**src/rtl/warp_pkg.sv**
```systemverilog
`default_nettype none
// ============================================================================
// warp_pkg : shared constants and types for the warp scan controller
// Rev 1.0
// ============================================================================
package warp_pkg;

  localparam int C_H_RES_DEF      = 640;
  localparam int C_V_RES_DEF      = 480;
  localparam int C_FIFO_DEPTH_DEF = 16;

  localparam int C_COORD_W = 10;
  localparam int C_R_W     = 5;
  localparam int C_G_W     = 6;
  localparam int C_B_W     = 5;
  localparam int C_PIX_W   = C_R_W + C_G_W + C_B_W;

  localparam logic [1:0] C_ST_IDLE  = 2'd0;
  localparam logic [1:0] C_ST_SCAN  = 2'd1;
  localparam logic [1:0] C_ST_DRAIN = 2'd2;
  localparam logic [1:0] C_ST_DONE  = 2'd3;

  typedef enum logic [1:0] {
    S_IDLE  = C_ST_IDLE,
    S_SCAN  = C_ST_SCAN,
    S_DRAIN = C_ST_DRAIN,
    S_DONE  = C_ST_DONE
  } state_t;

  typedef logic [C_COORD_W-1:0] coord_t;

  typedef struct packed {
    logic [C_R_W-1:0] r;
    logic [C_G_W-1:0] g;
    logic [C_B_W-1:0] b;
  } pixel_t;

endpackage
`default_nettype wire

```
**src/rtl/warp_scan_ctrl_if.sv**
```systemverilog
`default_nettype none
// ============================================================================
// warp_scan_ctrl_if : homography request/return and display-side bus
// Rev 1.0
// ============================================================================
interface warp_scan_ctrl_if;
  import warp_pkg::*;

  logic                 iFRAME_GO;
  coord_t               oX;
  coord_t               oY;
  logic                 oSTART;
  coord_t               iCON_X;
  coord_t               iCON_Y;
  logic [C_R_W-1:0]     iR;
  logic [C_G_W-1:0]     iG;
  logic [C_B_W-1:0]     iB;
  logic                 iREADY;
  logic                 iDISP_REQ;
  logic [C_R_W-1:0]     oDISP_R;
  logic [C_G_W-1:0]     oDISP_G;
  logic [C_B_W-1:0]     oDISP_B;
  logic                 oDISP_VALID;
  logic                 oFIFO_EMPTY;
  logic                 oBUSY;
  logic                 oFRAME_DONE;
  logic                 oSEQ_ERR;

  modport master (
    input  iFRAME_GO, iCON_X, iCON_Y, iR, iG, iB, iREADY, iDISP_REQ,
    output oX, oY, oSTART, oDISP_R, oDISP_G, oDISP_B, oDISP_VALID,
           oFIFO_EMPTY, oBUSY, oFRAME_DONE, oSEQ_ERR
  );

  modport slave (
    output iFRAME_GO, iCON_X, iCON_Y, iR, iG, iB, iREADY, iDISP_REQ,
    input  oX, oY, oSTART, oDISP_R, oDISP_G, oDISP_B, oDISP_VALID,
           oFIFO_EMPTY, oBUSY, oFRAME_DONE, oSEQ_ERR
  );

endinterface
`default_nettype wire

```
**src/rtl/warp_fifo.sv**
```systemverilog
`default_nettype none
// ============================================================================
// warp_fifo : single-clock pixel FIFO with occupancy count
// Rev 1.0
// ============================================================================
module warp_fifo #(
  parameter int DEPTH = 16,
  parameter int WIDTH = 16
) (
  input  logic                   iCLK,
  input  logic                   iRST,
  input  logic                   iPush,
  input  logic                   iPop,
  input  logic [WIDTH-1:0]       iWrData,
  output logic [WIDTH-1:0]       oRdData,
  output logic [$clog2(DEPTH):0] oCount,
  output logic                   oEmpty,
  output logic                   oFull
);

  localparam int              C_AW   = $clog2(DEPTH);
  localparam logic [C_AW:0]   C_FULL = (C_AW + 1)'(DEPTH);

  logic [WIDTH-1:0] r_mem [DEPTH];
  logic [C_AW-1:0]  r_wrPtr;
  logic [C_AW-1:0]  r_rdPtr;
  logic [C_AW:0]    r_count;
  logic             w_bypass;
  logic             w_doPush;
  logic             w_doPop;

  assign oEmpty = (r_count == '0);
  assign oFull  = (r_count == C_FULL);
  assign oCount = r_count;

  // Push and pop together on an empty FIFO hand the write data straight through
  assign w_bypass = iPush & iPop & oEmpty;
  assign w_doPush = iPush & ~w_bypass & (~oFull | iPop);
  assign w_doPop  = iPop & ~oEmpty;
  assign oRdData  = oEmpty ? iWrData : r_mem[r_rdPtr];

  always_ff @(posedge iCLK) begin
    if (w_doPush) r_mem[r_wrPtr] <= iWrData;
  end

  always_ff @(posedge iCLK or posedge iRST) begin
    if (iRST) begin
      r_wrPtr <= '0;
      r_rdPtr <= '0;
      r_count <= '0;
    end else begin
      if (w_doPush) r_wrPtr <= r_wrPtr + 1'b1;
      if (w_doPop)  r_rdPtr <= r_rdPtr + 1'b1;
      case ({w_doPush, w_doPop})
        2'b10:   r_count <= r_count + 1'b1;
        2'b01:   r_count <= r_count - 1'b1;
        default: r_count <= r_count;
      endcase
    end
  end

endmodule
`default_nettype wire

```
**src/rtl/warp_scan_ctrl.sv**
```systemverilog
`default_nettype none
// ============================================================================
// warp_scan_ctrl : raster request generator, return-order checker, display FIFO
// Rev 1.0
// ============================================================================
module warp_scan_ctrl
  import warp_pkg::*;
#(
  parameter int H_RES      = C_H_RES_DEF,
  parameter int V_RES      = C_V_RES_DEF,
  parameter int FIFO_DEPTH = C_FIFO_DEPTH_DEF
) (
  input  logic              iCLK,
  input  logic              iRST,
  warp_scan_ctrl_if.master  bus
);

  localparam int            C_CW     = $clog2(FIFO_DEPTH) + 1;
  localparam coord_t        C_X_LAST = coord_t'(H_RES - 1);
  localparam coord_t        C_Y_LAST = coord_t'(V_RES - 1);
  localparam logic [C_CW:0] C_DEPTH  = (C_CW + 1)'(FIFO_DEPTH);

  state_t          r_state;
  coord_t          r_scanX;
  coord_t          r_scanY;
  coord_t          r_expX;
  coord_t          r_expY;
  coord_t          r_x;
  coord_t          r_y;
  logic [C_CW-1:0] r_outst;
  logic            r_start;
  logic            r_frameDone;
  logic            r_seqErr;
  logic            r_dispValid;
  pixel_t          r_disp;

  logic [C_CW-1:0] w_fifoCount;
  logic            w_fifoEmpty;
  logic            w_fifoFull;
  pixel_t          w_fifoRd;
  pixel_t          w_pixIn;
  logic            w_ready;
  logic            w_retire;
  logic            w_issue;
  logic            w_pop;
  logic            w_overflow;
  logic            w_mismatch;

  // Returns are only meaningful while a frame is in flight; late ones are dropped
  assign w_ready    = bus.iREADY & ((r_state == S_SCAN) | (r_state == S_DRAIN));
  assign w_retire   = w_ready & (r_outst != '0);
  assign w_issue    = (r_state == S_SCAN) &
                      (({1'b0, r_outst} + {1'b0, w_fifoCount}) < C_DEPTH);
  assign w_pixIn    = {bus.iR, bus.iG, bus.iB};
  assign w_pop      = bus.iDISP_REQ & (~w_fifoEmpty | w_ready);
  assign w_overflow = w_ready & w_fifoFull & ~bus.iDISP_REQ;
  assign w_mismatch = w_ready & ((bus.iCON_X != r_expX) | (bus.iCON_Y != r_expY));

  warp_fifo #(
    .DEPTH (FIFO_DEPTH),
    .WIDTH (C_PIX_W)
  ) u_fifo (
    .iCLK    (iCLK),
    .iRST    (iRST),
    .iPush   (w_ready),
    .iPop    (w_pop),
    .iWrData (w_pixIn),
    .oRdData (w_fifoRd),
    .oCount  (w_fifoCount),
    .oEmpty  (w_fifoEmpty),
    .oFull   (w_fifoFull)
  );

  always_ff @(posedge iCLK or posedge iRST) begin
    if (iRST) begin
      r_state     <= S_IDLE;
      r_scanX     <= '0;
      r_scanY     <= '0;
      r_expX      <= '0;
      r_expY      <= '0;
      r_x         <= '0;
      r_y         <= '0;
      r_outst     <= '0;
      r_start     <= 1'b0;
      r_frameDone <= 1'b0;
      r_seqErr    <= 1'b0;
      r_dispValid <= 1'b0;
      r_disp      <= '0;
    end else begin
      r_start     <= 1'b0;
      r_frameDone <= 1'b0;
      r_dispValid <= w_pop;
      if (w_pop) r_disp <= w_fifoRd;

      if (w_issue && !w_retire)      r_outst <= r_outst + 1'b1;
      else if (!w_issue && w_retire) r_outst <= r_outst - 1'b1;

      if (w_ready) begin
        if (w_mismatch || w_overflow) r_seqErr <= 1'b1;
        if (r_expX == C_X_LAST) begin
          r_expX <= '0;
          r_expY <= (r_expY == C_Y_LAST) ? '0 : r_expY + 1'b1;
        end else begin
          r_expX <= r_expX + 1'b1;
        end
      end

      case (r_state)
        S_IDLE: begin
          if (bus.iFRAME_GO) begin
            r_state  <= S_SCAN;
            r_scanX  <= '0;
            r_scanY  <= '0;
            r_expX   <= '0;
            r_expY   <= '0;
            r_outst  <= '0;
            r_seqErr <= 1'b0;
          end
        end
        S_SCAN: begin
          if (w_issue) begin
            r_start <= 1'b1;
            r_x     <= r_scanX;
            r_y     <= r_scanY;
            if (r_scanX == C_X_LAST) begin
              r_scanX <= '0;
              if (r_scanY == C_Y_LAST) r_state <= S_DRAIN;
              else                     r_scanY <= r_scanY + 1'b1;
            end else begin
              r_scanX <= r_scanX + 1'b1;
            end
          end
        end
        S_DRAIN: begin
          if (r_outst == '0 && w_fifoEmpty) begin
            r_state     <= S_DONE;
            r_frameDone <= 1'b1;
          end
        end
        S_DONE: begin
          r_state <= S_IDLE;
        end
      endcase
    end
  end

  assign bus.oX          = r_x;
  assign bus.oY          = r_y;
  assign bus.oSTART      = r_start;
  assign bus.oDISP_R     = r_disp.r;
  assign bus.oDISP_G     = r_disp.g;
  assign bus.oDISP_B     = r_disp.b;
  assign bus.oDISP_VALID = r_dispValid;
  assign bus.oFIFO_EMPTY = w_fifoEmpty;
  assign bus.oBUSY       = (r_state != S_IDLE);
  assign bus.oFRAME_DONE = r_frameDone;
  assign bus.oSEQ_ERR    = r_seqErr;

endmodule
`default_nettype wire

```
**src/flat_wrapper.sv**
```systemverilog
// flat-port wrapper written by rule: the top's interface ports become plain ports
module warp_scan_ctrl_flat import warp_pkg::*;
#(
  parameter int H_RES      = C_H_RES_DEF,
  parameter int V_RES      = C_V_RES_DEF,
  parameter int FIFO_DEPTH = C_FIFO_DEPTH_DEF
)
  (iCLK, iRST, bus_iFRAME_GO, bus_iCON_X, bus_iCON_Y, bus_iR, bus_iG, bus_iB, bus_iREADY, bus_iDISP_REQ, bus_oX, bus_oY, bus_oSTART, bus_oDISP_R, bus_oDISP_G, bus_oDISP_B, bus_oDISP_VALID, bus_oFIFO_EMPTY, bus_oBUSY, bus_oFRAME_DONE, bus_oSEQ_ERR);
  warp_scan_ctrl_if bus_i ();
  input  logic iCLK;
  input  logic iRST;
  input wire logic [$bits(bus_i.iFRAME_GO)-1:0] bus_iFRAME_GO;
  input wire logic [$bits(bus_i.iCON_X)-1:0] bus_iCON_X;
  input wire logic [$bits(bus_i.iCON_Y)-1:0] bus_iCON_Y;
  input wire logic [$bits(bus_i.iR)-1:0] bus_iR;
  input wire logic [$bits(bus_i.iG)-1:0] bus_iG;
  input wire logic [$bits(bus_i.iB)-1:0] bus_iB;
  input wire logic [$bits(bus_i.iREADY)-1:0] bus_iREADY;
  input wire logic [$bits(bus_i.iDISP_REQ)-1:0] bus_iDISP_REQ;
  output wire logic [$bits(bus_i.oX)-1:0] bus_oX;
  output wire logic [$bits(bus_i.oY)-1:0] bus_oY;
  output wire logic [$bits(bus_i.oSTART)-1:0] bus_oSTART;
  output wire logic [$bits(bus_i.oDISP_R)-1:0] bus_oDISP_R;
  output wire logic [$bits(bus_i.oDISP_G)-1:0] bus_oDISP_G;
  output wire logic [$bits(bus_i.oDISP_B)-1:0] bus_oDISP_B;
  output wire logic [$bits(bus_i.oDISP_VALID)-1:0] bus_oDISP_VALID;
  output wire logic [$bits(bus_i.oFIFO_EMPTY)-1:0] bus_oFIFO_EMPTY;
  output wire logic [$bits(bus_i.oBUSY)-1:0] bus_oBUSY;
  output wire logic [$bits(bus_i.oFRAME_DONE)-1:0] bus_oFRAME_DONE;
  output wire logic [$bits(bus_i.oSEQ_ERR)-1:0] bus_oSEQ_ERR;
  assign bus_i.iFRAME_GO = bus_iFRAME_GO;
  assign bus_i.iCON_X = bus_iCON_X;
  assign bus_i.iCON_Y = bus_iCON_Y;
  assign bus_i.iR = bus_iR;
  assign bus_i.iG = bus_iG;
  assign bus_i.iB = bus_iB;
  assign bus_i.iREADY = bus_iREADY;
  assign bus_i.iDISP_REQ = bus_iDISP_REQ;
  assign bus_oX = bus_i.oX;
  assign bus_oY = bus_i.oY;
  assign bus_oSTART = bus_i.oSTART;
  assign bus_oDISP_R = bus_i.oDISP_R;
  assign bus_oDISP_G = bus_i.oDISP_G;
  assign bus_oDISP_B = bus_i.oDISP_B;
  assign bus_oDISP_VALID = bus_i.oDISP_VALID;
  assign bus_oFIFO_EMPTY = bus_i.oFIFO_EMPTY;
  assign bus_oBUSY = bus_i.oBUSY;
  assign bus_oFRAME_DONE = bus_i.oFRAME_DONE;
  assign bus_oSEQ_ERR = bus_i.oSEQ_ERR;
  warp_scan_ctrl #(.H_RES(H_RES), .V_RES(V_RES), .FIFO_DEPTH(FIFO_DEPTH)) u_core (.iCLK(iCLK), .iRST(iRST), .bus(bus_i));
endmodule
```
**config.mk**
```make
export PLATFORM = sky130hd
export DESIGN_NAME = warp_scan_ctrl_flat
export DESIGN_NICKNAME = d
export VERILOG_FILES = /design/src/rtl/warp_pkg.sv /design/src/rtl/warp_scan_ctrl_if.sv /design/src/rtl/warp_fifo.sv /design/src/rtl/warp_scan_ctrl.sv /design/src/flat_wrapper.sv
export SDC_FILE = /design/constraint.sdc
export NUM_CORES = 1
export LEC_CHECK = 0
export ABC_AREA = 1
export CORE_MARGIN = 10
export CORE_UTILIZATION = 55
export CTS_BUF_LIST = sky130_fd_sc_hd__clkbuf_2 sky130_fd_sc_hd__clkbuf_4 sky130_fd_sc_hd__clkbuf_8
export DETAILED_ROUTE_END_ITERATION = 7
export MAX_ROUTING_LAYER = met4
export PLACE_DENSITY = 0.78
export SETUP_SLACK_MARGIN = 0.2
export SLEW_MARGIN = 30
export SYNTH_ARGS = -nofsm -noshare
export SYNTH_HDL_FRONTEND = slang
export SYNTH_SLANG_ARGS = --single-unit
export TNS_END_PERCENT = 100
```
**constraint.sdc**
```tcl
create_clock -name iCLK -period 4.4 [get_ports iCLK]
set_clock_uncertainty 0.1 [all_clocks]
set_input_delay 1.32 -clock iCLK [delete_from_list [all_inputs] [get_ports iCLK]]
set_output_delay 1.32 -clock iCLK [all_outputs]
set_load 0.005 [all_outputs]
```
Word-level counts from Yosys, hierarchy flattened --
Memory sizes are Yosys's and may differ from the RTL's. Index checks and enable logic that the tools add are counted.
Storage, ports and cells: logic and storage cells 125, input bits 41, memories kept 1, output and inout port bits 42, RAM bits 256, register bits after elaboration 100
Memories:
- u_core.u_fifo.r_mem | depth 16, width 16, rd ports 1, clocked after memory_dff 0, write ports 1, RTL line warp_fifo.sv:24 | logic [WIDTH-1:0] r_mem [DEPTH];
Cells by class: add/sub/neg operators 11, mux-type cells 39, reduce and logical (&&, ||, !) cells 17, $lt $le $gt $ge 1, equal/unequal tests 18, bitwise gates (word level) 20
Operator list (number):
- two-way mux 10 bit | 15
- adder 10 x 1 -> 10 bit (second input constant) | 4
- case mux 10 bit (2 select lines) | 2
- == test 10 bit (second input constant) | 2
- == test 10 x 9 -> 1 bit (second input constant) | 2
- two-way mux 5 bit | 4
- != test 10 bit | 2
- two-way mux 16 bit | 1
- AND 1 bit | 12
- adder 5 x 1 -> 5 bit (second input constant) | 2
- zero test 5 bit | 2
- two-way mux 1 bit | 10
- two-way mux 2 bit | 5
- != test 2 bit (second input constant) | 5
- case mux 5 bit (2 select lines) | 1
- AND reduction 5 bit | 2
- subtractor 5 x 1 -> 5 bit (second input constant) | 2
- adder 4 x 1 -> 4 bit (second input constant) | 2
- case mux 2 bit (4 select lines) | 1
- adder 5 x 5 -> 6 bit | 1
- == test 2 bit (second input constant) | 3
- < comparator 6 x 5 -> 1 bit (second input constant) | 1
- nonzero test 2 bit | 3
- == test 5 bit (second input constant) | 1
- other kinds (11) | 21

Longest topological paths before layout --
Gate-level depths: netlist (run 1).
depth in word-level cells 12, mapped depth 17, gate-level depth less buffers 17

Cells and area by module --
Synthesis (run 1) repeated with hierarchy kept, for this count alone.
Second synthesis, totals: cells, all modules 1786, area, all modules 16656.0 µm²
By module, submodules not included:
- warp_fifo | area each 11971.5 µm², instances 1, cells an instance 1199
- warp_scan_ctrl | area each 4684.5 µm², instances 1, cells an instance 587

Worst setup path before layout (run 1) --
OpenSTA, ideal clock, no wires.
kind input-to-reg, start point in bus_iREADY, end point mem u_core.u_fifo.r_mem[11][0] (enable), required time 3.891 ns, slack 1.044 ns, data arrival time 2.847 ns, stages 4, cell sequence nand2_2 > nor2_1 > o21ai_4 > nor3_1
Between the ends: longest elaborated chain between the ends 10, elaborated cells between the ends (all ways) 11
RTL lines:
- start, declared | RTL line flat_wrapper.sv:18 | input wire logic [$bits(bus_i.iREADY)-1:0] bus_iREADY;
- AND 1 bit (*) | RTL line warp_scan_ctrl.sv:50 | assign w_ready = bus.iREADY & ((r_state == S_SCAN) | (r_state == S_DRAIN));
- OR 1 bit | RTL line warp_scan_ctrl.sv:55 | assign w_pop = bus.iDISP_REQ & (~w_fifoEmpty | w_ready);
- AND 1 bit | RTL line warp_scan_ctrl.sv:55
- AND 1 bit (2 in series) | RTL line warp_fifo.sv:37 | assign w_bypass = iPush & iPop & oEmpty;
- NOT 1 bit | RTL line warp_fifo.sv:38 | assign w_doPush = iPush & ~w_bypass & (~oFull | iPop);
- AND 1 bit | RTL line warp_fifo.sv:38
- AND 1 bit (*) | RTL line warp_fifo.sv:38
- two-way mux 1 bit (*) | RTL line warp_fifo.sv:43 | if (w_doPush) r_mem[r_wrPtr] <= iWrData;
- two-way mux 1 bit (not written as such) (*) | RTL line warp_fifo.sv:43
- end, declared | RTL line warp_fifo.sv:24
Mark *: on every way between the ends. The rest lies on a longest branch, timed or not.

Worst setup path after layout (run 1) --
start point reg u_core.u_fifo.r_count[2] (netlist: u_core.u_fifo.oCount[2]), end point out bus_oFIFO_EMPTY
Between the ends: longest elaborated chain between the ends 1
RTL lines:
- start, declared | RTL line warp_fifo.sv:27 | logic [C_AW:0] r_count;
- start signal, assigned | RTL line warp_fifo.sv:55 | 2'b10: r_count <= r_count + 1'b1;
- start signal, assigned | RTL line warp_fifo.sv:56 | 2'b01: r_count <= r_count - 1'b1;
- start signal, assigned | RTL line warp_fifo.sv:57 | default: r_count <= r_count;
- zero test 5 bit | RTL line warp_fifo.sv:32 | assign oEmpty = (r_count == '0);
- end, declared | RTL line flat_wrapper.sv:27 | output wire logic [$bits(bus_i.oFIFO_EMPTY)-1:0] bus_oFIFO_EMPTY;
Every way passes these cells.

==> impl_metrics.py, run 1 <==
metrics = {
    "outcome": {
        "status": "finished clean",
    },
    "global_routing": {
        "antenna_found_initial": 0,
        "track_usage_pct": 21.2,
        "grt_pass1_vias": 11293,
        "grt-ovfl-total": 0,
        "grt_max_degree": 94,
        "grt_pass1_wl_um": 59100,
    },
    "job": {
        "drv_cap": 0,
    },
    "power_and_ir_drop": {
        "p_clk_share_pct": 26.3,
        "p_leak_nw": 6.76,
        "p_per_area_nw_per_um2": 605,
        "p_switching_mw": 4.10,
        "p_int_mw": 6.84,
        "seqPwrFrac_pct": 39.9,
        "swShare_pct": 37.5,
        "irDropWorstVdd_v": 0.000352,
        "power.total_mw": 10.9,
        "combinationalPowerShare_pct": 33.8,
    },
    "worst_hold_path": {
        "whs_path_depth": 2,
        "worstHoldStart": "u_core.bus.oX[7]$_DFFE_PP0P_",
        "hold-path-endpoint": "u_core.bus.oX[7]$_DFFE_PP0P_",
        "hold_class": "reg2reg",
    },
    "place": {
        "numPortBuffers": 82,
        "place.gp.congestion": 0.901,
        "dp_slack_ps": 565,
        "hpwl_um": 24100,
        "place_inst": 1878,
    },
    "clock_tree": {
        "clkTransAtPathRegs_ps": 60,
        "postCtsSetupRepairBufs": 0,
        "cts_buffers": 57,
        "cts_root_buf": "clkbuf_8",
        "htree_levels": 2,
        "cts_tree": "yes",
        "postCtsHoldBufs": 0,
        "cts-resized-gates": 0,
        "clock_sinks": 356,
        "clk-insertion-delay-late_ps": 610,
        "cts_buffer_depth": 3,
    },
    "final_layout": {
        "seq_area_um2": 10200,
        "drive_above_1_share_pct": 11.0,
        "multi_input_area_um2": 4830,
        "num-fill-cells": 2170,
        "syn_to_final_growth_pct": 15.4,
        "antenna_cells": 0,
        "layout.nets": 1623,
        "final_util_pct": 64.7,
        "fin_cells": 1984,
    },
    "synth": {
        "syn_nets": 1515,
        "yosysWarningCount": 0,
        "yosysTopAreaCell": "edfxtp_1",
        "ys_ff_latch": 356,
        "netlist.area_leader.share_pct": 49.0,
        "synth.top_cells.by_area": "edfxtp_1 (49%), dfrtp_1 (16%), nor2_1 (6.1%)",
        "syn_avg_cell_area_um2": 10.8,
        "ys_seq_area_share_pct": 65.0,
        "synthCells": 1451,
        "synth.distinct_cells": 41,
        "synth.cell_area_um2": 15700,
    },
    "critical_path": {
        "crit_type": "reg2out",
        "reg2reg_slack_ps": 1310,
        "r2r-start": "u_core.u_fifo.r_rdPtr[0]$_DFFE_PP0P_",
        "cp_max_fo": 7,
        "cp-start-kind": "flip-flop",
        "r2r.worst_path.cells": 8,
        "cp-end-kind": "output pin",
        "r2r_end": "u_core.bus.oDISP_R[0]$_DFFE_PP0N_",
        "required_ps": 2980,
        "cp-startpoint": "u_core.u_fifo.oCount[2]$_DFFE_PP0P_",
        "worstPathArrival_ps": 2220,
    },
    "die": {
        "die_area_um2": 35700,
        "start_util_pct": 56.1,
        "pin_count": 83,
        "core_um2": 27900,
        "dieWidth_um": 189,
        "rows": 61,
        "die_height_um": 189,
    },
    "timing": {
        "rsz0062_at_grt": "no",
        "setup_viol": 0,
        "period_needed_ps": 3640,
        "setup_slack_ps": 757,
        "relSlewSlack_pct": 35.6,
        "worstMarginPinSlew_ps": 966,
        "timing.fmax_ghz": 0.274,
        "setup_tns_ps": 0,
        "hold_viol": 0,
        "drv_slew": 0,
        "period_share_pct": 82.8,
    },
    "drt": {
        "vias_per_cell": 5.67,
        "first_pass_iters": 5,
        "wire_per_inst_um": 18.8,
        "wl_um": 37400,
        "ant_nets": 0,
        "dr_total_vias": 11245,
        "drc": 0,
        "drtIter0Drc": 1098,
    },
}
[per-stage QoR]
stage          cell area (um2)  hold WS (ps)
6_report                 18100           382
5_1_grt                  18100           404
4_1_cts                  18100           386
3_5_place_dp             16900           372
3_3_place_gp             16900           363
2_1_floorplan            15700           367
[flip-flops by register name (all words and copies together), names as in the netlist, 5 cells and up]
| register | flops |
|---|---|
| u_core.bus.oDISP_B | 5 |
| u_core.bus.oDISP_G | 6 |
| u_core.bus.oDISP_R | 5 |
| u_core.bus.oX | 10 |
| u_core.bus.oY | 10 |
| u_core.r_expX | 10 |
| u_core.r_expY | 10 |
| u_core.r_outst | 5 |
| u_core.r_scanX | 10 |
| u_core.r_scanY | 10 |
| u_core.u_fifo.oCount | 5 |
| u_core.u_fifo.r_mem | 256 |
[power groups by stage]
stage / clock (mW) / sequential [mW] / combinational, mW
3_3_place_gp: 0 / 4.40 / 3.58
6_report: 2.88 / 4.37 / 3.70
4_1_cts: 2.90 / 4.36 / 3.71
5_1_grt: 3.06 / 4.41 / 4.15
2_1_floorplan: 0 / 4.25 / 2.69
3_5_place_dp: 0 / 4.42 / 3.68
[layout by cell type (no fill, tap or decap), drive strengths merged]
master and instances:
a211oi 1, a21oi 39, a22oi 2, a32o 1, and3 1, buf 37
bufinv 2, clkbuf 79, clkdlybuf4s50 82, clkinv 24, clkinvlp 2, dfrtp 100
edfxtp 256, ha 23, inv 77, nand2 198, nand3 78, nand3b 2
nand4 18, nor2 259, nor3 17, nor3b 2, nor4 1, o211ai 64
o21ai 189, o31ai 2, or2 6, xnor2 23, xor2 21
[logic make-up after synthesis]
group           count (synthesis)  share of synthesized area, %
simple gates                  582                          15.6
flops                         356                          65.0
compound gates                298                          10.8
buf+inv                       148                          4.33
xor+xnor                       44                          2.46
fa+ha+maj                      23                          1.84
[synth_stat cells]
cell and count:
a211oi_1 1, a21oi_1 38, a21oi_4 1, a22oi_1 2, a32o_1 1, and3_2 1
buf_1 3, buf_2 26, buf_4 12, buf_6 6, clkbuf_1 22, clkbuf_2 1
clkinv_1 2, dfrtp_1 100, edfxtp_1 256, ha_1 23, inv_1 69, inv_2 7
nand2_1 194, nand2_2 4, nand3_1 78, nand3b_1 2, nand4_1 17, nand4_2 1
nor2_1 255, nor2_2 3, nor2_4 1, nor3_1 13, nor3_2 3, nor3_4 1
nor3b_1 2, nor4_1 1, o211ai_1 64, o21ai_0 143, o21ai_1 45, o21ai_4 1
o31ai_1 2, or2_0 1, or2_2 5, xnor2_1 23, xor2_1 21
[layout make-up]
type	count	area share [%]
inverters	78	1.64
repair buffers	119	6.14
clock inverters	27	1.07
well taps	378	2.62
multi-input cells	947	26.7
clock buffers	79	5.42
flip-flops and latches	356	56.4
[critical path: stages (launching register included)]
cell	delay, ps
dfrtp_1	440
nor2_1	120
nand2_1	110
nor2_4	270
clkdlybuf4s50_1	680
[how the worst max path moves through the flow]
stage	to	slack [ps]
2_1_floorplan	u_core.bus.oDISP_B[0]$_DFFE_PP0N_	360
3_3_place_gp	u_core.u_fifo.oCount[4]$_DFFE_PP0P_	570
3_5_place_dp	u_core.u_fifo.oCount[4]$_DFFE_PP0P_	570
4_1_cts	bus_oFIFO_EMPTY	710
5_1_grt	bus_oFIFO_EMPTY	600
6_report	bus_oFIFO_EMPTY	760
[metal layers]
layer | GRT usage (%) | vias up | share of wire [%]
li1 | - | 5273 | -
met1 | 26.9 | 5459 | 42
met2 | 33.8 | 443 | 48
met3 | 4.14 | 70 | 7.6
met4 | 6.99 | 0 | 2.1
met5 | - | - | 0
Power figures use the tool's default switching activity.
==> inputs of run 2 (changes only) <==
==> constraint.sdc (replaced) <==
create_clock -name iCLK -period 3.42 [get_ports iCLK]
set_clock_uncertainty 0.1 [all_clocks]
set_input_delay 1.026 -clock iCLK [delete_from_list [all_inputs] [get_ports iCLK]]
set_output_delay 1.026 -clock iCLK [all_outputs]
set_load 0.005 [all_outputs]
==> run 2 against run 1 <==
  * Final area rose by 1.2%
  * Hold slack got worse by 1.5 ps
  * Routed wire length fell by 0.49%
  * Largest power group unchanged
  * Highest routed layer unchanged
==> impl_metrics.py, run 2 (synthesis gave the netlist of run 1 again) <==
metrics = {
    "global_routing": {
        "grt_max_degree": 126,
        "grt_pass1_vias": 11553,
        "track_usage_pct": 21.4,
        "antenna_found_initial": 0,
        "grt_pass1_wl_um": 59900,
        "grt-ovfl-total": 0,
    },
    "clock_tree": {
        "cts_buffer_depth": 3,
        "cts_root_buf": "clkbuf_8",
        "clock_sinks": 356,
        "htree_levels": 2,
        "cts_buffers": 55,
        "postCtsHoldBufs": 0,
        "clkTransAtPathRegs_ps": 60,
        "clk-insertion-delay-late_ps": 580,
        "cts_tree": "yes",
    },
    "timing": {
        "period_share_pct": 88.7,
        "worstMarginPinSlew_ps": 863,
        "relSlewSlack_pct": 42.3,
        "rsz0062_at_grt": "no",
        "timing.fmax_ghz": 0.330,
        "drv_slew": 0,
        "setup_tns_ps": 0,
        "period_needed_ps": 3030,
        "setup_viol": 0,
        "hold_viol": 0,
        "hold_slack_ps": 380,
    },
    "place": {
        "place.gp.congestion": 0.915,
        "place_inst": 1896,
        "numPortBuffers": 82,
        "hpwl_um": 23900,
    },
    "final_layout": {
        "final_util_pct": 65.5,
        "largest_reg_flops": 256,
        "layout.nets": 1641,
        "syn_to_final_growth_pct": 16.7,
        "final_common_cell": "edfxtp_1",
        "top_register": "u_core.u_fifo.r_mem",
        "antenna_cells": 0,
        "mostFrequentLayoutCells": "edfxtp_1 (256), nor2_1 (246), nand2_1 (194)",
        "drive_above_1_share_pct": 11.7,
        "fin_cells": 2002,
    },
    "die": {
        "die_area_um2": 35700,
        "dieWidth_um": 189,
        "pin_count": 83,
        "start_util_pct": 56.1,
        "core_um2": 27900,
        "rows": 61,
        "die_height_um": 189,
    },
    "critical_path": {
        "cp-end-kind": "output pin",
        "cp_max_fo": 3,
        "required_ps": 2290,
        "cp-start-kind": "flip-flop",
        "r2r.worst_path.cells": 19,
        "crit_type": "reg2out",
        "worstPathArrival_ps": 1910,
    },
    "drt": {
        "drtIter0Drc": 1082,
        "first_pass_iters": 5,
        "wl_um": 37200,
        "vias_per_cell": 5.69,
        "ant_nets": 0,
        "drc": 0,
        "dr_total_vias": 11397,
        "wire_per_inst_um": 18.6,
    },
    "power_and_ir_drop": {
        "p_leak_nw": 6.86,
        "p_per_area_nw_per_um2": 773,
        "irDropWorstVdd_v": 0.000610,
    },
    "worst_hold_path": {
        "hold_class": "reg2reg",
        "whs_path_depth": 2,
    },
    "job": {
        "drv_cap": 0,
    },
    "outcome": {
        "status": "finished clean",
    },
}
[run 2: critical path, cell delays in order, from the launching register on]
cell	delay, ps
dfrtp_1	380
inv_1	90
ha_1	220
inv_1	110
clkdlybuf4s50_1	520
[run 2: layout make-up]
cell class,instances,area (um2)
multi-input combinational,947,4840
inverter,78,298
fill,2137,9640
tap,378,473
sequential,356,10200
clock inverter,25,164
timing repair buffer,139,1340
clock buffer,79,981
[run 2: where the power goes]
part	switching, mW	internal, mW	total [mW]	leakage (nW)
sequential	0.438	5.15	5.59	3.62
combinational	3.17	1.76	4.93	2.64
clock	1.62	2.00	3.62	0.606
total	5.23	8.91	14.1	6.86
[run 2: per-layer routing]
| metal | routed length (um) | up-vias | GRT usage, % |
|---|---|---|---|
| li1 | - | 5305 | - |
| met3 | 2890 | 89 | 4.06 |
| met4 | 937 | 0 | 8.06 |
| met2 | 17900 | 470 | 33.8 |
| met5 | 0 | - | - |
| met1 | 15500 | 5533 | 26.9 |
[run 2: worst paths after layout]
kind	from	to	slack [ps]
worst max-delay path	u_core.r_state[0]$_DFFE_PP0P_	bus_oBUSY	390
worst min-delay path	u_core.bus.oDISP_G[5]$_DFFE_PP0N_	u_core.bus.oDISP_G[5]$_DFFE_PP0N_	380
worst max register to register	u_core.u_fifo.oCount[2]$_DFFE_PP0P_	u_core.u_fifo.oCount[4]$_DFFE_PP0P_	550
worst min register to register	u_core.bus.oDISP_G[5]$_DFFE_PP0N_	u_core.bus.oDISP_G[5]$_DFFE_PP0N_	380
max in group asynchronous	iRST	u_core.bus.oSEQ_ERR$_DFF_PP0_	1730
min in group asynchronous	iRST	u_core.bus.oX[1]$_DFFE_PP0P_	870
[run 2: per-stage QoR]
step	area, um2	worst slack (ps)	power (mW)
after detailed placement	17100	26.7	10.5
after global placement	17100	101	10.4
after CTS	18300	203	14.2
after global routing	18300	266	15.1
final	18300	387	14.1
after floorplan	15700	358	8.92
[run 2: what timing repair did]
item                       4_1_cts  5_1_grt
setup endpoints to repair        1        1
resized for setup                1        1
buffers inserted                 1        1
hold endpoints to repair         0        0
pin swaps                        1        1
==> inputs of run 3 (changes only) <==
--- a/config.mk
+++ b/config.mk
@@ -6,13 +6,13 @@
 export NUM_CORES = 1
 export LEC_CHECK = 0
 export ABC_AREA = 1
+export ABC_CLOCK_PERIOD_IN_PS = 3420
 export CORE_MARGIN = 10
 export CORE_UTILIZATION = 55
 export CTS_BUF_LIST = sky130_fd_sc_hd__clkbuf_2 sky130_fd_sc_hd__clkbuf_4 sky130_fd_sc_hd__clkbuf_8
 export DETAILED_ROUTE_END_ITERATION = 7
 export MAX_ROUTING_LAYER = met4
 export PLACE_DENSITY = 0.78
-export SETUP_SLACK_MARGIN = 0.2
 export SLEW_MARGIN = 30
 export SYNTH_ARGS = -nofsm -noshare
 export SYNTH_HDL_FRONTEND = slang
==> run 3 against run 2 <==
  * Non-clock buffer count grew 2
  * Highest routed layer unchanged
  * Worst setup slack worse by 210 ps
  * Critical path depth is the same
  * Largest cell class unchanged
  * Final area hardly changed
  * Critical path type unchanged
==> impl_metrics.py, run 3 (synthesis gave the netlist of run 1 again) <==
metrics = {
    "clock_tree": {
        "cts_buffer_depth": 3,
        "cts_root_buf": "clkbuf_8",
        "clkTransAtPathRegs_ps": 70,
        "cts_buffers": 55,
        "clock_sinks": 356,
        "htree_levels": 2,
        "cts_tree": "yes",
        "cts-resized-gates": 0,
        "clk-insertion-delay-late_ps": 580,
    },
    "final_layout": {
        "design_area_um2": 18300,
        "drive_above_1_share_pct": 11.7,
        "largest_reg_flops": 256,
        "final_common_cell": "edfxtp_1",
        "layout.nets": 1643,
        "syn_to_final_growth_pct": 16.8,
        "antenna_cells": 0,
        "mostFrequentLayoutCells": "edfxtp_1 (256), nor2_1 (246), nand2_1 (194)",
        "top_register": "u_core.u_fifo.r_mem",
    },
    "critical_path": {
        "cp-startpoint": "u_core.u_fifo.oCount[2]$_DFFE_PP0P_",
        "crit_type": "reg2out",
        "reg2reg_slack_ps": 650,
        "required_ps": 2290,
        "cp-end-kind": "output pin",
        "cp-start-kind": "flip-flop",
        "r2r_end": "u_core.u_fifo.oCount[4]$_DFFE_PP0P_",
        "worstPathArrival_ps": 2120,
        "cp_max_fo": 5,
        "r2r.worst_path.cells": 18,
        "cp-endpoint": "bus_oFIFO_EMPTY",
        "r2r-start": "u_core.u_fifo.oCount[2]$_DFFE_PP0P_",
    },
    "die": {
        "pin_count": 83,
        "rows": 61,
        "core_um2": 27900,
        "die_area_um2": 35700,
        "dieWidth_um": 189,
        "die_height_um": 189,
        "start_util_pct": 56.1,
    },
    "drt": {
        "drtIter0Drc": 1088,
        "drc": 0,
        "ant_nets": 0,
        "vias_per_cell": 5.69,
        "dr_total_vias": 11407,
        "wl_um": 37100,
        "wire_per_inst_um": 18.5,
        "first_pass_iters": 6,
    },
    "timing": {
        "worstMarginPinSlew_ps": 863,
        "rsz0062_at_grt": "no",
        "relSlewSlack_pct": 42.3,
        "drv_slew": 0,
        "period_needed_ps": 3240,
        "setup_tns_ps": 0,
        "period_share_pct": 94.8,
        "setup_slack_ps": 179,
        "timing.fmax_ghz": 0.309,
        "hold_slack_ps": 385,
        "setup_viol": 0,
        "hold_viol": 0,
    },
    "worst_hold_path": {
        "worstHoldStart": "u_core.bus.oDISP_G[5]$_DFFE_PP0N_",
        "hold_class": "reg2reg",
    },
    "place": {
        "dp_slack_ps": 26.7,
        "hpwl_um": 23900,
        "placedInstanceArea_um2": 17100,
        "place.gp.congestion": 0.915,
        "numPortBuffers": 82,
    },
    "global_routing": {
        "grt_max_degree": 126,
        "track_usage_pct": 21.3,
        "grt_use_met2_pct": 33.8,
        "grtUsageMet3_pct": 4.06,
        "met1_usage_pct": 26.9,
        "grt_pass1_wl_um": 59800,
        "grt.busiest_layer": "met2",
        "grt_pass1_vias": 11551,
        "grt-ovfl-total": 0,
        "antenna_found_initial": 0,
    },
    "power_and_ir_drop": {
        "swShare_pct": 37.0,
        "p_per_area_nw_per_um2": 773,
        "seqPwrFrac_pct": 39.5,
        "irDropWorstVdd_v": 0.000610,
        "p_leak_nw": 6.86,
        "power.total_mw": 14.2,
        "p_int_mw": 8.91,
        "combinationalPowerShare_pct": 34.9,
        "p_switching_mw": 5.24,
        "p_clk_share_pct": 25.6,
    },
    "outcome": {
        "status": "finished clean",
    },
    "job": {
        "drv_cap": 0,
    },
}
## run 3: metrics by stage
stage                     utilization, %  std cells
after global placement              61.3       1896
final                               65.5       2004
after global routing                65.5       2004
after floorplan                        -       1451
after CTS                           65.4       2000
after detailed placement            61.3       1896
## run 3: worst min-delay path by stage
stage	to	cells after the start	slack, ps
2_1_floorplan	u_core.r_state[1]$_DFFE_PP0P_	2	370
3_3_place_gp	u_core.bus.oY[8]$_DFFE_PP0P_	2	360
3_5_place_dp	u_core.bus.oDISP_G[5]$_DFFE_PP0N_	2	370
4_1_cts	u_core.bus.oDISP_G[5]$_DFFE_PP0N_	2	390
5_1_grt	u_core.bus.oDISP_G[2]$_DFFE_PP0N_	2	420
6_report	u_core.bus.oDISP_G[5]$_DFFE_PP0N_	2	380
## run 3: metal layers
metal	vias to the layer above	share of wire, %
met5	-	0
met1	5542	42
li1	5310	-
met2	455	48
met4	0	2.6
met3	100	7.9
## run 3: worst max-delay path, cell delays in order, from the launching register on
cell             delay [ps]
dfrtp_1                 450
nor2_1                  130
nand2_1                 120
nor2_4                  270
clkdlybuf4s50_1         570
## run 3: power by group through the flow
stage / clock (mW) / sequential, mW / combinational (mW)
after floorplan: 0 / 5.46 / 3.46
after global placement: 0 / 5.64 / 4.75
after detailed placement: 0 / 5.66 / 4.89
after CTS: 3.67 / 5.57 / 4.93
after global routing: 3.86 / 5.64 / 5.57
final: 3.62 / 5.58 / 4.94
## run 3: area by class of cell
type | instances | area, um2
Sequential cell | 356 | 10200
Fill cell | 2139 | 9630
Multi-Input combinational cell | 947 | 4840
Timing Repair Buffer | 141 | 1350
Clock buffer | 79 | 981
Tap cell | 378 | 473
Inverter | 78 | 298
Clock inverter | 25 | 164
## run 3: what timing repair did
action                                  CTS  global route
endpoints found under the setup margin    0             1
hold buffers                              0             0
setup buffers                             0             4
